File: src/rtl/pipe_stage_buf_if.sv
// pipe_stage_buf_if: valid/ready stream carrying a WIDTH-bit stage payload
//   valid  producer -> consumer  beat valid
//   ready  consumer -> producer  consumer accepts the beat
//   data   producer -> consumer  payload
interface pipe_stage_buf_if #(parameter int WIDTH = 64);
   logic             valid;
   logic             ready;
   logic [WIDTH-1:0] data;
   modport master (output valid, output data, input ready);
   modport slave  (input valid, input data, output ready);
endinterface

File: src/rtl/pipe_stage_buf.sv
// pipe_stage_buf: elastic pipeline-stage register with flush and optional skid entry
//   clk     rising-edge clock
//   rst     synchronous active-high reset
//   flush   kills held entries and any beat accepted this cycle
//   in_if   upstream stream (slave): in_valid / in_ready / in_data
//   out_if  downstream stream (master): out_valid / out_ready / out_data
//   count   occupancy 0..2 (0..1 when SKID=0)
module pipe_stage_buf #(
   parameter int               WIDTH    = 64,
   parameter bit               SKID     = 1'b1,
   parameter logic [WIDTH-1:0] RST_DATA = '0
) (
   input  logic                   clk,
   input  logic                   rst,
   input  logic                   flush,
   pipe_stage_buf_if.slave        in_if,
   pipe_stage_buf_if.master       out_if,
   output logic [1:0]             count
);
   if (SKID) begin : g_skid
      typedef enum logic [1:0] {EMPTY = 2'd0, ONE = 2'd1, TWO = 2'd2} state_e;
      state_e           state_q, state_d;
      logic             rdy_q;
      logic [WIDTH-1:0] m_q, m_d, s_q, s_d;
      logic             in_fire, out_fire;
      assign in_fire  = in_if.valid & rdy_q;
      assign out_fire = (state_q != EMPTY) & out_if.ready;
      always_ff @(posedge clk) begin
         if (rst) begin
            state_q <= EMPTY;
            rdy_q   <= 1'b1;
            m_q     <= RST_DATA;
            s_q     <= RST_DATA;
         end else begin
            state_q <= state_d;
            rdy_q   <= state_d != TWO;
            m_q     <= m_d;
            s_q     <= s_d;
         end
      end
      always_comb begin
         state_d = state_q;
         m_d     = m_q;
         s_d     = s_q;
         case (state_q)
            EMPTY: if (in_fire) begin
               m_d     = in_if.data;
               state_d = ONE;
            end
            ONE: if (in_fire && out_fire) m_d = in_if.data;
            else if (in_fire) begin
               s_d     = in_if.data;
               state_d = TWO;
            end else if (out_fire) state_d = EMPTY;
            TWO: if (out_fire) begin
               m_d     = s_q;
               state_d = ONE;
            end
            default: state_d = EMPTY;
         endcase
         // flush keeps data regs untouched so out_data stays stable while idle
         if (flush) begin
            state_d = EMPTY;
            m_d     = m_q;
            s_d     = s_q;
         end
      end
      always_comb begin
         out_if.valid = state_q != EMPTY;
         out_if.data  = m_q;
         in_if.ready  = rdy_q;
         count        = state_q;
      end
   end else begin : g_reg
      logic             valid_q, valid_d;
      logic [WIDTH-1:0] m_q, m_d;
      logic             in_fire, out_fire;
      // ready looks through a departing beat, giving back-to-back transfers
      assign in_fire  = in_if.valid & (~valid_q | out_if.ready);
      assign out_fire = valid_q & out_if.ready;
      always_ff @(posedge clk) begin
         if (rst) begin
            valid_q <= 1'b0;
            m_q     <= RST_DATA;
         end else begin
            valid_q <= valid_d;
            m_q     <= m_d;
         end
      end
      always_comb begin
         valid_d = flush ? 1'b0 : in_fire ? 1'b1 : out_fire ? 1'b0 : valid_q;
         m_d     = (in_fire && !flush) ? in_if.data : m_q;
      end
      always_comb begin
         out_if.valid = valid_q;
         out_if.data  = m_q;
         in_if.ready  = ~valid_q | out_if.ready;
         count        = {1'b0, valid_q};
      end
   end
endmodule

File: src/flat_wrapper.sv
// flat-port wrapper written by rule: the top's interface ports become plain ports
module pipe_stage_buf_flat 
#(
   parameter int               WIDTH    = 64,
   parameter bit               SKID     = 1'b1,
   parameter logic [WIDTH-1:0] RST_DATA = '0
)
  (clk, rst, flush, count, in_if_valid, in_if_data, in_if_ready, out_if_valid, out_if_data, out_if_ready);
  pipe_stage_buf_if #(.WIDTH(WIDTH)) in_if_i ();
  pipe_stage_buf_if #(.WIDTH(WIDTH)) out_if_i ();
  input  logic clk;
  input  logic rst;
  input  logic flush;
  output logic [1:0] count;
  input wire logic [$bits(in_if_i.valid)-1:0] in_if_valid;
  input wire logic [$bits(in_if_i.data)-1:0] in_if_data;
  output wire logic [$bits(in_if_i.ready)-1:0] in_if_ready;
  output wire logic [$bits(out_if_i.valid)-1:0] out_if_valid;
  output wire logic [$bits(out_if_i.data)-1:0] out_if_data;
  input wire logic [$bits(out_if_i.ready)-1:0] out_if_ready;
  assign in_if_i.valid = in_if_valid;
  assign in_if_i.data = in_if_data;
  assign in_if_ready = in_if_i.ready;
  assign out_if_valid = out_if_i.valid;
  assign out_if_data = out_if_i.data;
  assign out_if_i.ready = out_if_ready;
  pipe_stage_buf #(.WIDTH(WIDTH), .SKID(SKID), .RST_DATA(RST_DATA)) u_core (.clk(clk), .rst(rst), .flush(flush), .in_if(in_if_i), .out_if(out_if_i), .count(count));
endmodule
File: config.mk
export PLATFORM = sky130hd
export DESIGN_NAME = pipe_stage_buf_flat
export DESIGN_NICKNAME = d
export VERILOG_FILES = /design/src/rtl/pipe_stage_buf_if.sv /design/src/rtl/pipe_stage_buf.sv /design/src/flat_wrapper.sv
export SDC_FILE = /design/constraint.sdc
export NUM_CORES = 1
export LEC_CHECK = 0
export ABC_AREA = 1
export CELL_PAD_IN_SITES_DETAIL_PLACEMENT = 0
export CELL_PAD_IN_SITES_GLOBAL_PLACEMENT = 1
export CORE_ASPECT_RATIO = 1.25
export CORE_UTILIZATION = 32
export CTS_BUF_LIST = sky130_fd_sc_hd__clkbuf_2 sky130_fd_sc_hd__clkbuf_4 sky130_fd_sc_hd__clkbuf_8
export CTS_CLUSTER_DIAMETER = 30
export DETAILED_ROUTE_END_ITERATION = 6
export HOLD_SLACK_MARGIN = 0.02
export PLACE_DENSITY = 0.87
export SETUP_SLACK_MARGIN = 0.3
export SYNTH_ARGS = -nofsm -noshare
export SYNTH_HDL_FRONTEND = slang
export SYNTH_SLANG_ARGS = --single-unit
export TNS_END_PERCENT = 10
File: constraint.sdc
create_clock -name clk -period 1.2 [get_ports clk]
set_input_delay 0.24 -clock clk [delete_from_list [all_inputs] [get_ports clk]]
set_output_delay 0.24 -clock clk [all_outputs]
set_load 0.05 [all_outputs]
After elaboration in Yosys (flattened, before gate mapping)
Index checks and enable logic that the tools add are counted.
- bits of input ports: 69
- word-level logic and storage cells: 31
- bits in registers: 131
- reductions and logical operators: 6
- muxes and demuxes: 11
- bitwise operators: 4
- equal/unequal tests: 6
- operators with widths (cell ; count):
    64-bit 2-to-1 mux ; 3
    64-bit one-hot mux with 3 select lines ; 1
    2-bit 2-to-1 mux ; 6
    2-bit by 1-bit != test with 1-bit output (second input constant) ; 3
    2-bit one-hot mux with 3 select lines ; 1
    5-bit AND reduction ; 1
    4-bit AND reduction ; 1
    3-bit nonzero test ; 1
    1-bit AND ; 2
    2-bit by 1-bit == test with 1-bit output (second input constant) ; 1
    2-bit == test (second input constant) ; 1
    2-bit zero test ; 1
    2-bit != test (second input constant) ; 1
    1-bit inverter ; 2
    2-bit nonzero test ; 1
    1-bit logical AND ; 1

Longest topological paths before layout
- depth in word-level cells: 8
- depth in mapped cells: 9

Least setup slack after synthesis
OpenSTA, ideal clock, no wires.
- kind: reg2reg
- start: register u_core.g_skid.state_q[1], in the netlist u_core.count[1]
- end: register u_core.g_skid.m_q[13], in the netlist u_core.out_if.data[13]
- stages on the path, launching flop included: 10
- clock period less this slack: 1.910 ns
- setup time: 0.113 ns
- arrival: 1.797 ns
- buffers on the path: 2
- slack: -0.710 ns
- cell sequence: dfxtp_1 > inv_2 > nand2_1 > nand2_1 > nand3_2 > buf_4 > buf_4 > nand2_1 > nand2_1 > nor2_1
- cells in the longest elaborated chain, start to end: 5
- RTL lines (item ; RTL line ; source):
    from (decl) ; pipe_stage_buf.sv:22 ; state_e state_q, state_d;
    from (signal assigned) ; pipe_stage_buf.sv:35 ; state_q <= state_d;
    2-bit nonzero test (*) ; n/a ;
    named net out_if_valid ; flat_wrapper.sv:18 ; output wire logic [$bits(out_if_i.valid)-1:0] out_if_valid;
    1-bit AND (*) ; pipe_stage_buf.sv:27 ; assign out_fire = (state_q != EMPTY) & out_if.ready;
    1-bit logical AND ; pipe_stage_buf.sv:50 ; ONE: if (in_fire && out_fire) m_d = in_if.data;
    2-bit by 1-bit != test with 1-bit output (no line) ; n/a ;
    5-bit AND reduction (no line) (*) ; n/a ;
    to (signal assigned) ; pipe_stage_buf.sv:37 ; m_q <= m_d;
    to (decl) ; pipe_stage_buf.sv:24 ; logic [WIDTH-1:0] m_q, m_d, s_q, s_d;
Mark *: on every way through the listed nets, which the timed path passes. The rest lies on a longest branch.
A chain may end at the register's enable or synchronous reset.

Final worst setup path
- start: register u_core.g_skid.state_q[0], in the netlist u_core.count[0]
- end: register u_core.g_skid.m_q[6], in the netlist u_core.out_if.data[6]
- cells in the longest elaborated chain, start to end: 5
- RTL lines (item ; RTL line):
    2-bit nonzero test ; pipe_stage_buf.sv:27
    1-bit AND ; pipe_stage_buf.sv:27
    1-bit logical AND ; pipe_stage_buf.sv:50
    2-bit by 1-bit != test with 1-bit output (no line) ; n/a
    5-bit AND reduction (no line) ; n/a
Parallel ways exist; a longest one is shown, timed or not.

==> metrics.md <==
| Metric | Value |
|---|---|
| GRT Util Overall | `18.13%` |
| DP Wirelength | `10.20 mm` |
| Post-route ant nets | `0` |
| WS Path Type | `flip-flop to flip-flop` |
| Clock root buffer | `clkbuf_8` |
| Worst-path clk slew | `0.08 ns` |
| CP cell instances | `buf_4, a21oi_4, nand3_4, buf_8, buf_12, clkbuf_16, nand2_1, nand2_1, nor2_1` |
| GPL Wtd Cong | `between 0.7 and 0.8` |
| Netlist Area Pre-Place | `5943 sq um` |
| Slowest stage delay, CP | `0.37 ns` |
| Iter 0 DRT Violations | `308` |
| P per Cell Area | `1086 nW/um^2` |
| Crit start category | `flip-flop` |
| Headroom to the max-slew limit | `72.13%` |
| Crit path arrival time | `1.83 ns` |
| First-pass GRT wire length | `26.70 mm` |
| Share of the synthesized area in the top cell type | `44.13%` |
| Antenna violations before repair | `1` |
| Top_reg_cell synth | `dfxtp_1` |
| Unrepaired setup endpoints after global routing | `true` |
| Num CTS Buffers | `17` |
| Port bufs | `about 140` |
| Drt total wl | `17.38 mm` |
| Fin cells | `around 1300` |
| Vias per cell | `4.387` |
| Leakage | `4.387 nW` |
| MaxCap Viol Count | `0` |
| CTS sink count | `131` |
| Status | `complete, but fails checks` |
| Crit path time final | `~1.4 ns` |
| Fillcell total | `1727` |
| Nets | `1147` |
| Via count | `5787` |
| Area Overhead vs Synth | `64.91%` |
| Post-synth ARST share | `0%` |
| DRC | `0` |
| Register area share after synthesis | `44.13%` |
| Peak supply drop | `roughly 0.47 mV` |
| Synth Instances | `912` |
| Reg2Reg Depth | `9` |
| Area leader, netlist | `dfxtp_1` |
| Die extent in x | `123.9 um` |
| CTS tree | `yes` |
| H-Tree Depth | `4` |
| Grt ovf | `0` |
| Critical R2R Capture | `u_core.out_if.data[6]` |
| #FFs+latches synth | `about 130` |
| Die ar. | `19130 sq um` |
| Detailed Routing Iterations Pass 1 | `4` |
| Crit. End Element | `flip-flop` |
| Vias in the first global route | `between 5000 and 6000` |
| Commonest cells in the netlist | `nand2_1 (434), dfxtp_1 (131), nor2_1 (130)` |
| Slowest-stage cell, CP | `dfxtp_4` |
| Final setup TNS | `-22.10 ns` |
| Core box area | `18170 sq um` |
| Layout cells sized above 1 | `32.63%` |
| Num rows | `55` |
| Final hold viol count | `0` |
| Syn_area_per_cell | `6.517 sq um` |
| Ports | `137` |
| Largest net degree at the start of global routing | `47` |
| Worst setup path start | `u_core.count[0]` |
| Setup-failing EPs final | `134` |
| Worst setup margin | `-0.2473 ns` |
| Req. time, crit path | `1.58 ns` |
| Routed wire per std cell | `13.18 um` |
| Most used cell, CP | `nand2_1` |
| Initial Util | `32.71%` |
| Clock Skews | `about 0.0045 ns` |
| Placed inst area | `8348 sq um` |
| Failing checks | `negative setup slack` |
| Netlist cell types | `20` |
| End of the critical path | `u_core.out_if.data[6]` |
| Die Ht | `154.4 um` |
| Synth warn | `0` |
| Placed cell count | `1250` |
| Max clock buf depth | `2` |
| CP Max Fanout | `6` |
| N_diodes | `0` |
| Fmax | `0.6909 GHz` |
| RR Startpoint | `u_core.count[0]` |
| Least-Margin Pin Slew | `0.4181 ns` |
| EDFF count, synth | `0` |
| Pins Over Slew Limit | `0` |
| Synthesized Nets | `981` |
| Top post-synthesis cells by area | `dfxtp_1 (44%), nand2_1 (27%), nor2_1 (8.2%), inv_1 (4.3%), a21oi_1 (3.7%)` |
| Worst skew pair latency | `0.44 ns` |
| Fin area | `9801 sq um` |
| Most frequent cell after synthesis | `nand2_1` |
| Fin crit share | `120.6%` |
| Reg2Reg Setup Slack | `-0.25 ns` |
| Min-Delay Path Class | `primary input to flip-flop` |
| Worst hold margin | `0.2498 ns` |
| Design Power | `10.64 mW` |
==> where the power goes <==
part           switching [mW]  total (mW)  internal (mW)
clock network            1.73        3.46           1.73
logic                    1.26        2.46           1.20
registers               0.177        4.73           4.55
total                    3.17        10.6           7.48
==> layer usage <==
layer | up-vias | wire length (um) | global-route usage [%]
li1 | 3049 | - | -
met4 | 0 | 261 | 6.633
met5 | - | 0 | 0
met3 | 15 | 792 | 4.572
met1 | 2599 | 7588 | 21.53
met2 | 124 | 8741 | 31.03
==> registers in the layout, summed over array words and instances (netlist names) <==
register and count:
u_core.g_skid.s_q 64, u_core.out_if.data 64, u_core.count 2, u_core.in_if.ready 1
==> cell families (layout without fill, tap and decap cells) <==
group / Yosys count / in the layout / share of synthesized area (%)
AO/OA/AOI/OAI: 67 / 67 / 7.031
buffers and inverters: 124 / 303 / 10.08
AND/OR/NAND/NOR: 590 / 590 / 38.76
flip-flops: 131 / 131 / 44.13
==> how the worst min path moves through the flow <==
stage | to | cells after the start | start | slack, ns
final | u_core.g_skid.s_q[44] | 3 | rst | 0.25
after detailed placement | u_core.g_skid.s_q[63] | 2 | u_core.g_skid.s_q[63] | 0.45
after global placement | u_core.g_skid.s_q[62] | 2 | u_core.g_skid.s_q[62] | 0.45
after global routing | u_core.g_skid.s_q[41] | 3 | rst | 0.24
after floorplan | u_core.g_skid.s_q[30] | 2 | in_if_data[30] | 0.38
after CTS | u_core.g_skid.s_q[41] | 3 | rst | 0.21
==> critical path: cells and delay by family, from the launching register on <==
family | cells | cell delay, ns
AO/OA/AOI/OAI | 1 | 0.13
flip-flops | 1 | 0.37
AND/OR/NAND/NOR | 4 | 0.28
buffers and inverters | 4 | 0.59
==> through the flow <==
step | worst slack (ns) | util [%]
global placement | -0.4124 | 45.95
floorplan | -0.08069 | -
global route | -0.3197 | 53.95
finish | -0.2473 | 53.95
detailed placement | -0.4513 | 45.95
CTS | -0.2620 | 51.03
==> cell usage in the layout (no fill, tap or decap), types with 7 or more instances in the layout <==
| cell | instances |
|---|---|
| nand2_4 | 14 |
| nand2_1 | 406 |
| a21oi_2 | 44 |
| inv_1 | 67 |
| nor2_2 | 21 |
| buf_12 | 86 |
| dfxtp_2 | 61 |
| nand2_2 | 33 |
| clkinv_2 | 7 |
| a21oi_1 | 21 |
| clkbuf_8 | 18 |
| dfxtp_1 | 64 |
| clkdlybuf4s50_1 | 67 |
| buf_4 | 15 |
| buf_6 | 15 |
| buf_16 | 8 |
| nor2_1 | 109 |
==> timing repair <==
| item | in CTS | in global routing |
|---|---|---|
| gates cloned | 8 | 7 |
| pin swaps | 2 | 19 |
| hold buffers | 0 | 0 |
| buffers inserted | 14 | 8 |
| setup endpoints to repair | 199 | 199 |
| gates resized for setup | 103 | 85 |
==> final cells by class <==
class                           count  area, sq um  share of cell area [%]
Inverter                           71        279.0                   2.847
Sequential cell                   131         2721                   27.77
Multi-Input combinational cell    657         3068                   31.30
Timing Repair Buffer              200         3089                   31.52
Clock buffer                       21        270.3                   2.758
Tap cell                          228        285.3                   2.911
Clock inverter                     11        87.58                  0.8937
(Power assumes the default switching activity.)
==> RTL change (same flow settings) <==
Make the reset (`rst`) asynchronous in 2 clocked blocks. Comments in the files are not updated.
--- a/src/rtl/pipe_stage_buf.sv
+++ b/src/rtl/pipe_stage_buf.sv
@@ -26,5 +26,5 @@
       assign in_fire  = in_if.valid & rdy_q;
       assign out_fire = (state_q != EMPTY) & out_if.ready;
-      always_ff @(posedge clk) begin
+      always_ff @(posedge clk or posedge rst) begin
          if (rst) begin
             state_q <= EMPTY;
@@ -79,5 +79,5 @@
       assign in_fire  = in_if.valid & (~valid_q | out_if.ready);
       assign out_fire = valid_q & out_if.ready;
-      always_ff @(posedge clk) begin
+      always_ff @(posedge clk or posedge rst) begin
          if (rst) begin
             valid_q <= 1'b0;
Formal check against the unedited RTL: differs if rst is asserted again (counterexample within 4 cycles, from zero or initial values and one cycle with rst high); with rst held inactive, the same outputs for 4 cycles.
==> RTL change against the unedited design <==
The run ends with design-rule violations, negative setup slack left. Worst setup slack got worse by 0.11 ns. Hold slack improved by 0.013 ns. Wire length up 17%. Critical path depth stayed put. Synthesized area increased by 2.6%. Final area down 0.77%. Sequential cell count did not move. Highest routed layer is now met5.
Power is not compared: it rests on default switching activity, and its combinational part moved more than twofold at a synthesized area within 25%.
==> RTL change: results (changes against the unedited design) <==
stage	metric	value	unit	change
power	power_switching	5.54	mW	
yosys	seq_area_frac_synth	53.8	%	+9.6 points
yosys	synth_commonest_cells	392 x nand2_1, 193 x nand3_1, 130 x dfrtp_1		
worst_setup_path	cp_max_fo	7		+1
final_layout	layout.nets	1028		-10%
routing	wl_per_cell	16.9	um	+28%
worst_setup_path	slowest_delay	0.45	ns	+0.08 ns
placed_design	dp_slack	-0.537	ns	-0.0854 ns
routing	dr.pass1.iters	7		+3
sta	fin_setup_tns	-43.02	ns	-20.92 ns
routing	drt_iter0_drc	520		+69%
yosys	syn_inst	793		-13%
sta	clock_skew	0.0145	ns	+0.0100 ns
routing	avgViaCountPerCell	4.95		+13%
sta	worstMarginPinSlew	0.284	ns	-0.135 ns
yosys	yosysWarnings	0		unchanged
run_status	status	complete, but fails checks		
global_routing	grt_pass1_wl	30.2	mm	+13%
placed_design	placed_area	0.00868	sq mm	+4.0%
clocking	cts_resized	28		-73%
hold_path	hold_class	in2async		
clocking	clkTransAtPathRegs	0.08	ns	about the same
worst_setup_path	reg2reg_to	u_core.out_if.data[43]$_DFFE_PP0P_		
clocking	cts.root.buffer_cell	clkbuf_8		
yosys	syn_nets	862		-12%
clocking	numCtsBuffers	17		unchanged
sta	layout_setup_ws	-0.353	ns	-0.105 ns
placed_design	hpwl	12.2	mm	+20%
final_layout	drive_gt1_share	23.4	%	-9.3 points
yosys	synth_compound_area_share	0.246	%	-6.8 points
global_routing	grt_max_degree	48		+2.1%
yosys	synth.distinct_cells	15		-25%
sta	hold_slack	0.263	ns	+0.0134 ns
routing	routed-via-count	5954		+2.9%
worst_setup_path	cp.arrival	1.90	ns	+0.07 ns
worst_setup_path	ff2ff_path_depth	9		unchanged
clocking	cts_setup_buffers	10		-4
clocking	clk_latency	0.46	ns	+0.02 ns
yosys	synth_area_leaders	dfrtp_1 53%, nand2_1 24%, nand3_1 16%		
yosys	async_flop_share	100	%	+100 points
worst_setup_path	r2r_start	u_core.count[1]$_DFF_PP0_		
global_routing	grt_usage	19.8	%	+1.7 points
placed_design	dp_cells	1147		-8.2%
routing	drc	9		+9
worst_setup_path	cp_slowest_cell	dfrtp_2		
yosys	synth_xor_area_share	0	%	unchanged
global_routing	grt_pass1_vias	5773		+8.1%
sta	setup_viol	198		+48%
run_status	violations	design-rule violations, negative setup slack		
placed_design	place_congestion	0.809		+11%
## RTL change: cell count changes after synthesis, moves of 62 or more
cell and delta:
nor2_1 -126, nand3_1 +193, dfrtp_1 +130, dfxtp_1 -131, inv_1 -62
## RTL change: layer usage
| layer | vias up | GRT usage (%) | part of all wire (%) |
|---|---|---|---|
| met5 | - | 0 | 0.059 |
| met4 | 2 | 8.36 | 2.6 |
| met3 | 32 | 4.89 | 5.3 |
| met2 | 200 | 34.7 | 53 |
| met1 | 2851 | 23.1 | 39 |
| li1 | 2869 | - | - |
## RTL change: layout make-up
type | count | area [sq um]
clock buffer | 18 | 248
clock inverter | 14 | 154
fill | 1680 | 8980
inverter | 7 | 32.5
multi-input combinational | 595 | 2710
sequential | 131 | 3290
tap | 232 | 290
timing repair buffer | 207 | 3000
## RTL change: worst max-delay path: cells and delay by family, from the launching register on
family / cells / cell delay (ns)
buffers and inverters: 4 / 0.60
flip-flops: 1 / 0.45
AND/OR/NAND/NOR: 5 / 0.41
